[src/rtl/icache_refill_ctrl.sv]
// Instruction-cache line refill: one critical-word-first AHB-Lite WRAP4 read per miss,
// early forwarding of the missed word, and a single write of the assembled 128-bit line.
//
// state   | meaning
// --------+-----------------------------------------------------------
// S_IDLE  | waiting for miss_req; bus idle
// S_BURST | WRAP4 in flight: address and data phases overlap
// S_DONE  | one cycle: line written into the entry array
// S_ERR   | one cycle: refill_err pulsed, partial line dropped
module icache_refill_ctrl #(
  parameter int CACHE_SIZE = 8192,
  parameter int CACHE_LINE = 128,
  parameter int INDEX_W    = $clog2(CACHE_SIZE * 8 / CACHE_LINE),
  parameter int TAG_W      = 32 - 4 - INDEX_W
) (
  input  logic               hclk,
  input  logic               hrst,
  input  logic               miss_req,
  input  logic [31:0]        miss_addr,
  output logic               busy,
  output logic               crit_valid,
  output logic [31:0]        crit_data,
  output logic               line_we,
  output logic [INDEX_W-1:0] line_index,
  output logic [TAG_W-1:0]   line_tag,
  output logic [127:0]       line_data,
  output logic               line_valid,
  output logic               refill_done,
  output logic               refill_err,
  output logic [31:0]        m_haddr,
  output logic [1:0]         m_htrans,
  output logic [2:0]         m_hburst,
  output logic [2:0]         m_hsize,
  output logic               m_hwrite,
  input  logic [31:0]        m_hrdata,
  input  logic               m_hready,
  input  logic               m_hresp
);

  localparam logic [1:0] HTRANS_IDLE   = 2'b00;
  localparam logic [1:0] HTRANS_NONSEQ = 2'b10;
  localparam logic [1:0] HTRANS_SEQ    = 2'b11;

  typedef enum logic [1:0] {S_IDLE, S_BURST, S_DONE, S_ERR} state_t;

  state_t      state;
  logic [27:0] base_hi;
  logic [1:0]  crit;
  logic [2:0]  addr_cnt;
  logic [2:0]  data_cnt;
  logic [1:0]  next_slot;
  logic [1:0]  wr_slot;
  logic        addr_accept;
  logic        data_pending;
  logic        unused_addr_bits;

  assign m_hburst = 3'b010;
  assign m_hsize  = 3'b010;
  assign m_hwrite = 1'b0;

  // Word slots wrap within the line, starting from the missed word.
  assign next_slot    = crit + addr_cnt[1:0] + 2'd1;
  assign wr_slot      = crit + data_cnt[1:0];
  assign addr_accept  = m_hready && (m_htrans != HTRANS_IDLE);
  assign data_pending = (data_cnt < addr_cnt);

  assign unused_addr_bits = ^miss_addr[1:0];

  always_ff @(posedge hclk or posedge hrst) begin
    if (hrst) begin
      state       <= S_IDLE;
      base_hi     <= '0;
      crit        <= '0;
      addr_cnt    <= '0;
      data_cnt    <= '0;
      busy        <= 1'b0;
      crit_valid  <= 1'b0;
      crit_data   <= '0;
      line_we     <= 1'b0;
      line_valid  <= 1'b0;
      refill_done <= 1'b0;
      refill_err  <= 1'b0;
      line_index  <= '0;
      line_tag    <= '0;
      line_data   <= '0;
      m_haddr     <= '0;
      m_htrans    <= HTRANS_IDLE;
    end else begin
      crit_valid  <= 1'b0;
      line_we     <= 1'b0;
      line_valid  <= 1'b0;
      refill_done <= 1'b0;
      refill_err  <= 1'b0;

      case (state)
        S_IDLE: begin
          if (miss_req) begin
            base_hi    <= miss_addr[31:4];
            crit       <= miss_addr[3:2];
            line_index <= miss_addr[INDEX_W+3:4];
            line_tag   <= miss_addr[31:INDEX_W+4];
            m_haddr    <= {miss_addr[31:2], 2'b00};
            m_htrans   <= HTRANS_NONSEQ;
            addr_cnt   <= '0;
            data_cnt   <= '0;
            busy       <= 1'b1;
            state      <= S_BURST;
          end
        end

        S_BURST: begin
          if (m_hresp && m_hready) begin
            m_htrans   <= HTRANS_IDLE;
            refill_err <= 1'b1;
            state      <= S_ERR;
          end else if (m_hresp) begin
            // First error cycle: cancel the pending address so nothing more is issued.
            m_htrans <= HTRANS_IDLE;
          end else if (m_hready) begin
            if (addr_accept) begin
              addr_cnt <= addr_cnt + 3'd1;
              if (addr_cnt < 3'd3) begin
                m_haddr  <= {base_hi, next_slot, 2'b00};
                m_htrans <= HTRANS_SEQ;
              end else begin
                m_htrans <= HTRANS_IDLE;
              end
            end
            if (data_pending) begin
              line_data[{wr_slot, 5'd0} +: 32] <= m_hrdata;
              data_cnt <= data_cnt + 3'd1;
              if (data_cnt == 3'd0) begin
                crit_data  <= m_hrdata;
                crit_valid <= 1'b1;
              end
              if (data_cnt == 3'd3) begin
                line_we     <= 1'b1;
                line_valid  <= 1'b1;
                refill_done <= 1'b1;
                state       <= S_DONE;
              end
            end
          end
        end

        S_DONE: begin
          busy  <= 1'b0;
          state <= S_IDLE;
        end

        S_ERR: begin
          busy  <= 1'b0;
          state <= S_IDLE;
        end

        default: state <= S_IDLE;
      endcase
    end
  end

endmodule

[config.mk]
export PLATFORM = sky130hd
export DESIGN_NAME = icache_refill_ctrl
export DESIGN_NICKNAME = d
export VERILOG_FILES = /design/src/rtl/icache_refill_ctrl.sv
export SDC_FILE = /design/constraint.sdc
export NUM_CORES = 1
export LEC_CHECK = 0
export ABC_AREA = 0
export CAP_MARGIN = 30
export CORE_MARGIN = 1
export CORE_UTILIZATION = 51
export CTS_CLUSTER_SIZE = 8
export DETAILED_ROUTE_END_ITERATION = 10
export PLACE_DENSITY = 0.85
export SYNTH_ARGS = -nofsm -noshare
export SYNTH_HDL_FRONTEND = slang
export SYNTH_SLANG_ARGS = --single-unit
[constraint.sdc]
create_clock -name hclk -period 17.95 [get_ports hclk]
set_clock_uncertainty 0.1 [all_clocks]
set_input_delay 1.795 -clock hclk [delete_from_list [all_inputs] [get_ports hclk]]
set_output_delay 1.795 -clock hclk [all_outputs]
set_load 0.01 [all_outputs]
==> key figures, run 1 <==
Status
  – Run status: finished clean

Global route
  – Global-route wire length before repair: approximately 43,000 microns
  – Met1 usage in global routing: between 30% and 40%
  – Global-route layer with the greatest usage: met2
  – Number of global-route vias before repair: 7,945
  – GR Util All Layers: around 28%
  – Global routing met3 resource utilization: between 8 and 9%
  – Met2 Use GR: a little under half
  – Pin count of the biggest net entering global routing: 131
  – GR Overflow Total: 0
  – Antenna violations before repair: 0

Logic synthesis
  – Flop and latch count out of synthesis: between 200 and 250
  – Async set or reset register ratio after synthesis: 100.0%
  – Avg Inst Size Synth: around 11 sq um
  – Library cell with the largest summed area after synthesis: dfrtp_1
  – Sequential cell area fraction in the yosys report: around three fifths
  – Number of unique standard cell types used by synthesis: between 40 and 50
  – Primary flip-flop cell chosen by synthesis mapping: dfrtp_1
  – Cell count after synthesis: between 900 and 1,000
  – Yosys warns: 0
  – Mapped cell area: slightly below 0.01 sq mm
  – Number of flops mapped to enable cells by yosys: 0
  – Area share of the leading cell type in the synthesized netlist: 58.90%
  – Leading post-synthesis cells by cell area: dfrtp_1 59%, nand2_1 11%, mux2_2 10%

Critical path
  – Crit start category: primary input
  – Worst path required time: between 15 and 20 ns
  – Endpoint arrival time on the critical path: 4.57 ns
  – Critical Path End Type: flop
  – CP max FO: 26
  – Setup Crit Path Kind: primary input to flop

Power and ir drop
  – Sum of internal, switching and leakage power: about 2.8 mW
  – Leakage power total: roughly 6 nW
  – Combinational Power Share: 46.3%
  – Internal Pwr Total: roughly 1.8 mW
  – Cell area power density: roughly 200 mW/mm^2
  – Switching fraction of total power: 36.12%
  – Peak ir drop on the vdd network: between 100 and 150 uV
  – Power share of the sequential group: ~33%
  – Switch Pwr: about 1 mW
  – Clock power frac: roughly 21%

Flow run
  – Number of max-cap violations: 0

CTS
  – Number of buffers created by CTS: 35
  – Clock slew at reported path FFs: approximately 0.05 ns
  – CTS root buf: clkbuf_16
  – Clock sink count: around 230
  – Source-to-sink clock delay at the later pin of the worst-skew pair: 0.50 ns
  – Post-CTS setup buffer count: 0
  – H-Tree Depth: 2
  – Clock tree from TritonCTS: built
  – Cts-stage hold buffer count: 0
  – Gates resized, CTS repair: 0
  – Deepest clock path buffer count: 3

Floorplanning
  – Effective utilization at floorplan: a little over half
  – Floorplan die width: about 140 microns
  – Height of the chip: 141.6 microns
  – Area of the placeable core: 0.01889 sq mm
  – IO Count: ~300
  – Row count: 50
  – Area of the die: between 0.02 and 0.025 sq mm

Placed design
  – Port bufs: 292
  – Global placer's final weighted congestion: 0.7816
  – Pre-CTS WS: approximately 13 ns
  – Post-DP HPWL: ~18,000 microns

Route
  – Total wire length: around 27,000 microns
  – Post-DRT Antenna Nets: 0
  – Starting DRT DRC Count: 369
  – Routed wire length per instance: around 18 microns
  – First-pass DRT Iterations: 5
  – Vias per inst: roughly 5.3
  – Remaining DRCs: 0
  – Overall via count from detail_route: just under 8,000

Cells and area
  – Diodes inserted: 0
  – Net count reported at finish: 1,296
  – Share of final-layout standard cells stronger than drive strength 1: between 10% and 20%
  – Layout-stage area growth over the synthesis result: 41.22%
  – Fill cell count: 1,318
  – Finished Core Util: 74.30%

STA
  – Final Hold Fails: 0
  – Min Clock Period, post-route: between 4 and 5 ns
  – Count of pins over their slew limit: 0
  – Sum Neg Setup Slack: 0 ns
  – Headroom to the max-slew limit: between 40% and 50%
  – F_max: about 230 MHz
  – Final-report setup violation count: 0
  – Worst hold margin: 0.3733 ns
  – Unrepaired setup endpoints after global routing: false
  – Final setup margin: between 10 and 15 ns
  – Slew at the pin with the worst max-slew slack: just under 0.8 ns
  – Final period utilization: a little under a quarter

Worst hold path
  – Hold Crit Class: flop to flop
## worst max-delay path, stage by stage
cell and delay, ns:
clkdlybuf4s50_1 0.52, nor2b_1 0.38, buf_4 0.27, o211ai_4 0.12
nor4_4 0.55, buf_4 0.51, mux2_2 0.40
## state kept, by name, indices dropped and copies added (netlist names), 3 cells and up
signal,cells
addr_cnt,3
crit_data,32
data_cnt,3
line_data,128
line_index,8
line_tag,19
m_haddr,30
## final timing paths
kind | depth (start not counted) | from | endpoint | slack (ns)
worst max-delay path | 7 | m_hready | crit_data[19] | 13.65
worst min-delay path | 2 | line_data[104] | line_data[104] | 0.37
worst max register to register | 7 | addr_cnt[2] | crit_data[19] | 14.88
worst min register to register | 2 | line_data[104] | line_data[104] | 0.37
max in group asynchronous | 5 | hrst | crit_data[30] | 14.67
min in group asynchronous | 2 | hrst | crit_data[4] | 1.53
## cells by family (layout without fill, tap and decap cells)
kind of cell	Yosys count	in the layout	share of synthesized area, %
other	2	9	0.07555
DFF	234	234	58.91
adders and majority gates	13	13	1.636
muxes	95	95	10.75
buffers and inverters	82	363	3.927
xor gates and xnor gates	4	4	0.3525
and+or+nand+nor	345	345	14.41
AOI/OAI and AO/OA	154	154	9.944
## metal layers
layer	vias to the layer above	wire, microns
met1	3834	10510
li1	3659	-
met4	0	1007
met5	-	0
met2	315	13550
met3	70	2180
## synth_stat cells, types with 3 or more instances
master     number
dfrtp_1       234
nor2_1          7
buf_1           3
o21ai_0        87
buf_4          13
o2111ai_2       4
mux2_2         92
clkbuf_1       41
nor2b_1         4
buf_6           3
nand2_1       299
inv_1          13
buf_2           9
a21oi_1         4
o31ai_1        48
nand2b_1       19
a22o_1          4
xnor2_1         3
and3b_1         4
ha_1           13
## cell usage in the layout, fill, tap and decap left out, types with 2 or more instances in the layout
cell / netlist / final
a21oi_1: 4 / 4
a22o_1: 4 / 4
and3_1: 2 / 2
and3b_1: 4 / 4
buf_16: 0 / 2
buf_4: 13 / 14
buf_6: 3 / 2
clkbuf_16: 0 / 35
clkdlybuf4s50_1: 0 / 292
conb_1: 2 / 9
dfrtp_1: 234 / 234
ha_1: 13 / 13
inv_1: 13 / 12
inv_6: 0 / 3
mux2_1: 2 / 2
mux2_2: 92 / 92
nand2_1: 299 / 299
nand2b_1: 19 / 19
nor2_1: 7 / 7
nor2b_1: 4 / 2
nor2b_2: 0 / 2
o2111ai_4: 0 / 4
o21ai_0: 87 / 87
o31ai_1: 48 / 48
xnor2_1: 3 / 3
## power groups by stage
| stage | Combinational, mW | Sequential [mW] | Clock, mW |
|---|---|---|---|
| 2_1_floorplan | 0.487 | 1.01 | 0 |
| 3_5_place_dp | 1.27 | 0.918 | 0 |
| 6_report | 1.28 | 0.914 | 0.563 |
| 3_3_place_gp | 1.23 | 0.902 | 0 |
| 5_1_grt | 1.37 | 0.944 | 0.595 |
| 4_1_cts | 1.28 | 0.913 | 0.573 |
## through the flow
| step | cells | instance area [sq um] |
|---|---|---|
| 2_1_floorplan | 936 | 9967 |
| 3_3_place_gp | 1431 | 13030 |
| 3_5_place_dp | 1436 | 13120 |
| 4_1_cts | 1476 | 14030 |
| 5_1_grt | 1477 | 14040 |
| 6_report | 1477 | 14040 |
## cell type report
cell class,count,area (sq um),area share (%)
Multi-Input combinational cell,620,3782,26.94
Clock buffer,36,879.6,6.266
Inverter,13,56.30,0.4011
Tap cell,260,325.3,2.317
Sequential cell,234,5856,41.71
Clock inverter,4,33.78,0.2406
Timing Repair Buffer,310,3105,22.12
No activity file was read; power rests on OpenSTA's default activity.
==> run 2: changes to the inputs <==
Settings changed: CORE_UTILIZATION 51 to 43, PLACE_DENSITY 0.85 to 0.76.
Clock period 17.95 ns to 3.8 ns, I/O delays scaled along.
==> key figures, run 2 (synthesis gave the netlist of run 1 again) <==
Status
  – Run status: finished clean

Route
  – Routed wire length per instance: 18.20 microns
  – Overall via count from detail_route: roughly 7,800
  – Remaining DRCs: 0
  – Total wire length: 27,350 microns
  – Vias per inst: between 5 and 6
  – Post-DRT Antenna Nets: 0
  – Starting DRT DRC Count: approximately 350
  – First-pass DRT Iterations: 5

Cells and area
  – Most used cells in the layout excluding fill and tap cells: 299 x nand2_1, 292 x clkdlybuf4s50_1, 234 x dfrtp_1, 92 x mux2_2, 87 x o21ai_0
  – Layout Cells excl Fill: between 1,500 and 2,000
  – Finished Core Util: ~62%
  – Most frequent standard cell in the layout excluding fill and tap cells: nand2_1
  – Layout-stage area growth over the synthesis result: 42.06%
  – Sequential standard cell area: ~0.0059 sq mm
  – Fill cell count: around 1,800
  – Net count reported at finish: around 1,300
  – Share of final-layout standard cells stronger than drive strength 1: 13.63%
  – Combined area of the multi-input logic cells: 0.003784 sq mm
  – Cell area after layout: roughly 0.014 sq mm
  – Largest register FFs: ~130
  – Diodes inserted: 0
  – Registers with the highest flip-flop counts: line_data (128), crit_data (32), m_haddr (30)
  – Top register by number of flip-flops: line_data

STA
  – Count of pins over their slew limit: 0
  – Final Hold Fails: 0
  – F_max: 357.0 MHz
  – Min Clock Period, post-route: 2.801 ns
  – Final-report setup violation count: 0
  – Final period utilization: about 74%
  – Unrepaired setup endpoints after global routing: false
  – Worst hold margin: approximately 0.32 ns
  – Sum Neg Setup Slack: 0 ns
  – Headroom to the max-slew limit: 37.41%
  – Slew at the pin with the worst max-slew slack: between 0.9 and 1 ns
  – Final setup margin: ~1 ns

CTS
  – Post-CTS setup buffer count: 0
  – Clock sink count: between 200 and 250
  – Clock tree from TritonCTS: built
  – Cts-stage hold buffer count: 0
  – Source-to-sink clock delay at the later pin of the worst-skew pair: ~0.50 ns
  – CTS root buf: clkbuf_16
  – Number of buffers created by CTS: 35
  – H-Tree Depth: 2
  – Gates resized, CTS repair: 0
  – Deepest clock path buffer count: 3
  – Clock slew at reported path FFs: approximately 0.050 ns

Floorplanning
  – Floorplan die width: around 150 microns
  – Area of the placeable core: 0.02264 sq mm
  – Row count: 55
  – Effective utilization at floorplan: a little over two fifths
  – Height of the chip: roughly 150 microns
  – IO Count: between 300 and 400
  – Area of the die: ~0.024 sq mm

Critical path
  – Setup Crit Path Kind: flop to flop
  – Count of buffer and inverter cells on the critical path: 2
  – Endpoint arrival time on the critical path: a little over 3 ns
  – Cell mode on critical path: ha_1
  – Crit start category: flop
  – CP max FO: 17
  – Worst path required time: 4.09 ns
  – Library cell contributing the largest single delay on the critical path: or2_2
  – Critical Path End Type: flop
  – Largest incremental delay on the critical path: about 0.5 ns
  – Ordered cell list for the critical path: ha_1, inv_1, ha_1, or2_2, nor2_1, buf_4, nand2_1, o21ai_0
  – Category of cells accounting for the largest share of critical-path delay: adder cells

Flow run
  – Number of max-cap violations: 0

Power and ir drop
  – Leakage power total: just over 6 nW
  – Cell area power density: 925.8 mW/mm^2
  – Peak ir drop on the vdd network: 579.3 uV
  – Sum of internal, switching and leakage power: around 13 mW

Global route
  – Global-route wire length before repair: about 44,000 microns
  – GR Util All Layers: between 20% and 30%
  – Number of global-route vias before repair: between 7,000 and 8,000
  – Pin count of the biggest net entering global routing: 140
  – GR Overflow Total: 0
  – Antenna violations before repair: 0

Placed design
  – Global placer's final weighted congestion: 0.7789
  – Cell area after placement: ~0.013 sq mm
  – Pre-CTS WS: around 0.69 ns
  – Port bufs: 292
  – Placed cell count: approximately 1,500
  – Post-DP HPWL: 18,080 microns

Worst hold path
  – Hold Crit Class: primary input to async pin
-- run 2: path summary, 6_finish.rpt --
check	start	endpoint	slack, ns	depth (start not counted)
worst min register to register	line_data[62]	line_data[62]	0.37	2
worst max-delay path	data_cnt[0]	line_data[84]	1.0	8
max in group asynchronous	hrst	line_data[83]	2.64	3
worst min-delay path	hrst	crit_data[3]	0.32	3
worst max register to register	data_cnt[0]	line_data[84]	1.0	8
min in group hclk	line_data[62]	line_data[62]	0.37	2
-- run 2: per-layer routing --
| layer | global-route usage, % | vias up | wire length, microns |
|---|---|---|---|
| met5 | 0 | - | 0 |
| met4 | 9.524 | 0 | 1005 |
| met3 | 7.356 | 68 | 2369 |
| met2 | 37.75 | 307 | 12800 |
| met1 | 29.82 | 3785 | 11180 |
| li1 | - | 3651 | - |
-- run 2: cell type report --
class                   count  area share (%)
multi-input cells         620           26.79
inverters                  13          0.3721
clock inverters             4          0.3987
repair buffers            311           22.15
clock buffers              36           6.299
well taps                 285           2.525
flip-flops and latches    234           41.46
-- run 2: worst reg2reg max path: stages, from the launching register on --
cell and delay (ns):
dfrtp_1 0.45, ha_1 0.43, inv_1 0.17, ha_1 0.38, or2_2 0.49, nor2_1 0.15, buf_4 0.26, nand2_1 0.08
o21ai_0 0.18
-- run 2: where the power goes --
| group | total (mW) | internal, mW | leakage, nW | switching, mW |
|---|---|---|---|---|
| Combinational | 6.01 | 3.04 | 2.55 | 2.96 |
| Sequential | 4.32 | 3.63 | 3.05 | 0.682 |
| Clock | 2.75 | 1.71 | 0.466 | 1.04 |
| Total | 13.1 | 8.39 | 6.07 | 4.68 |
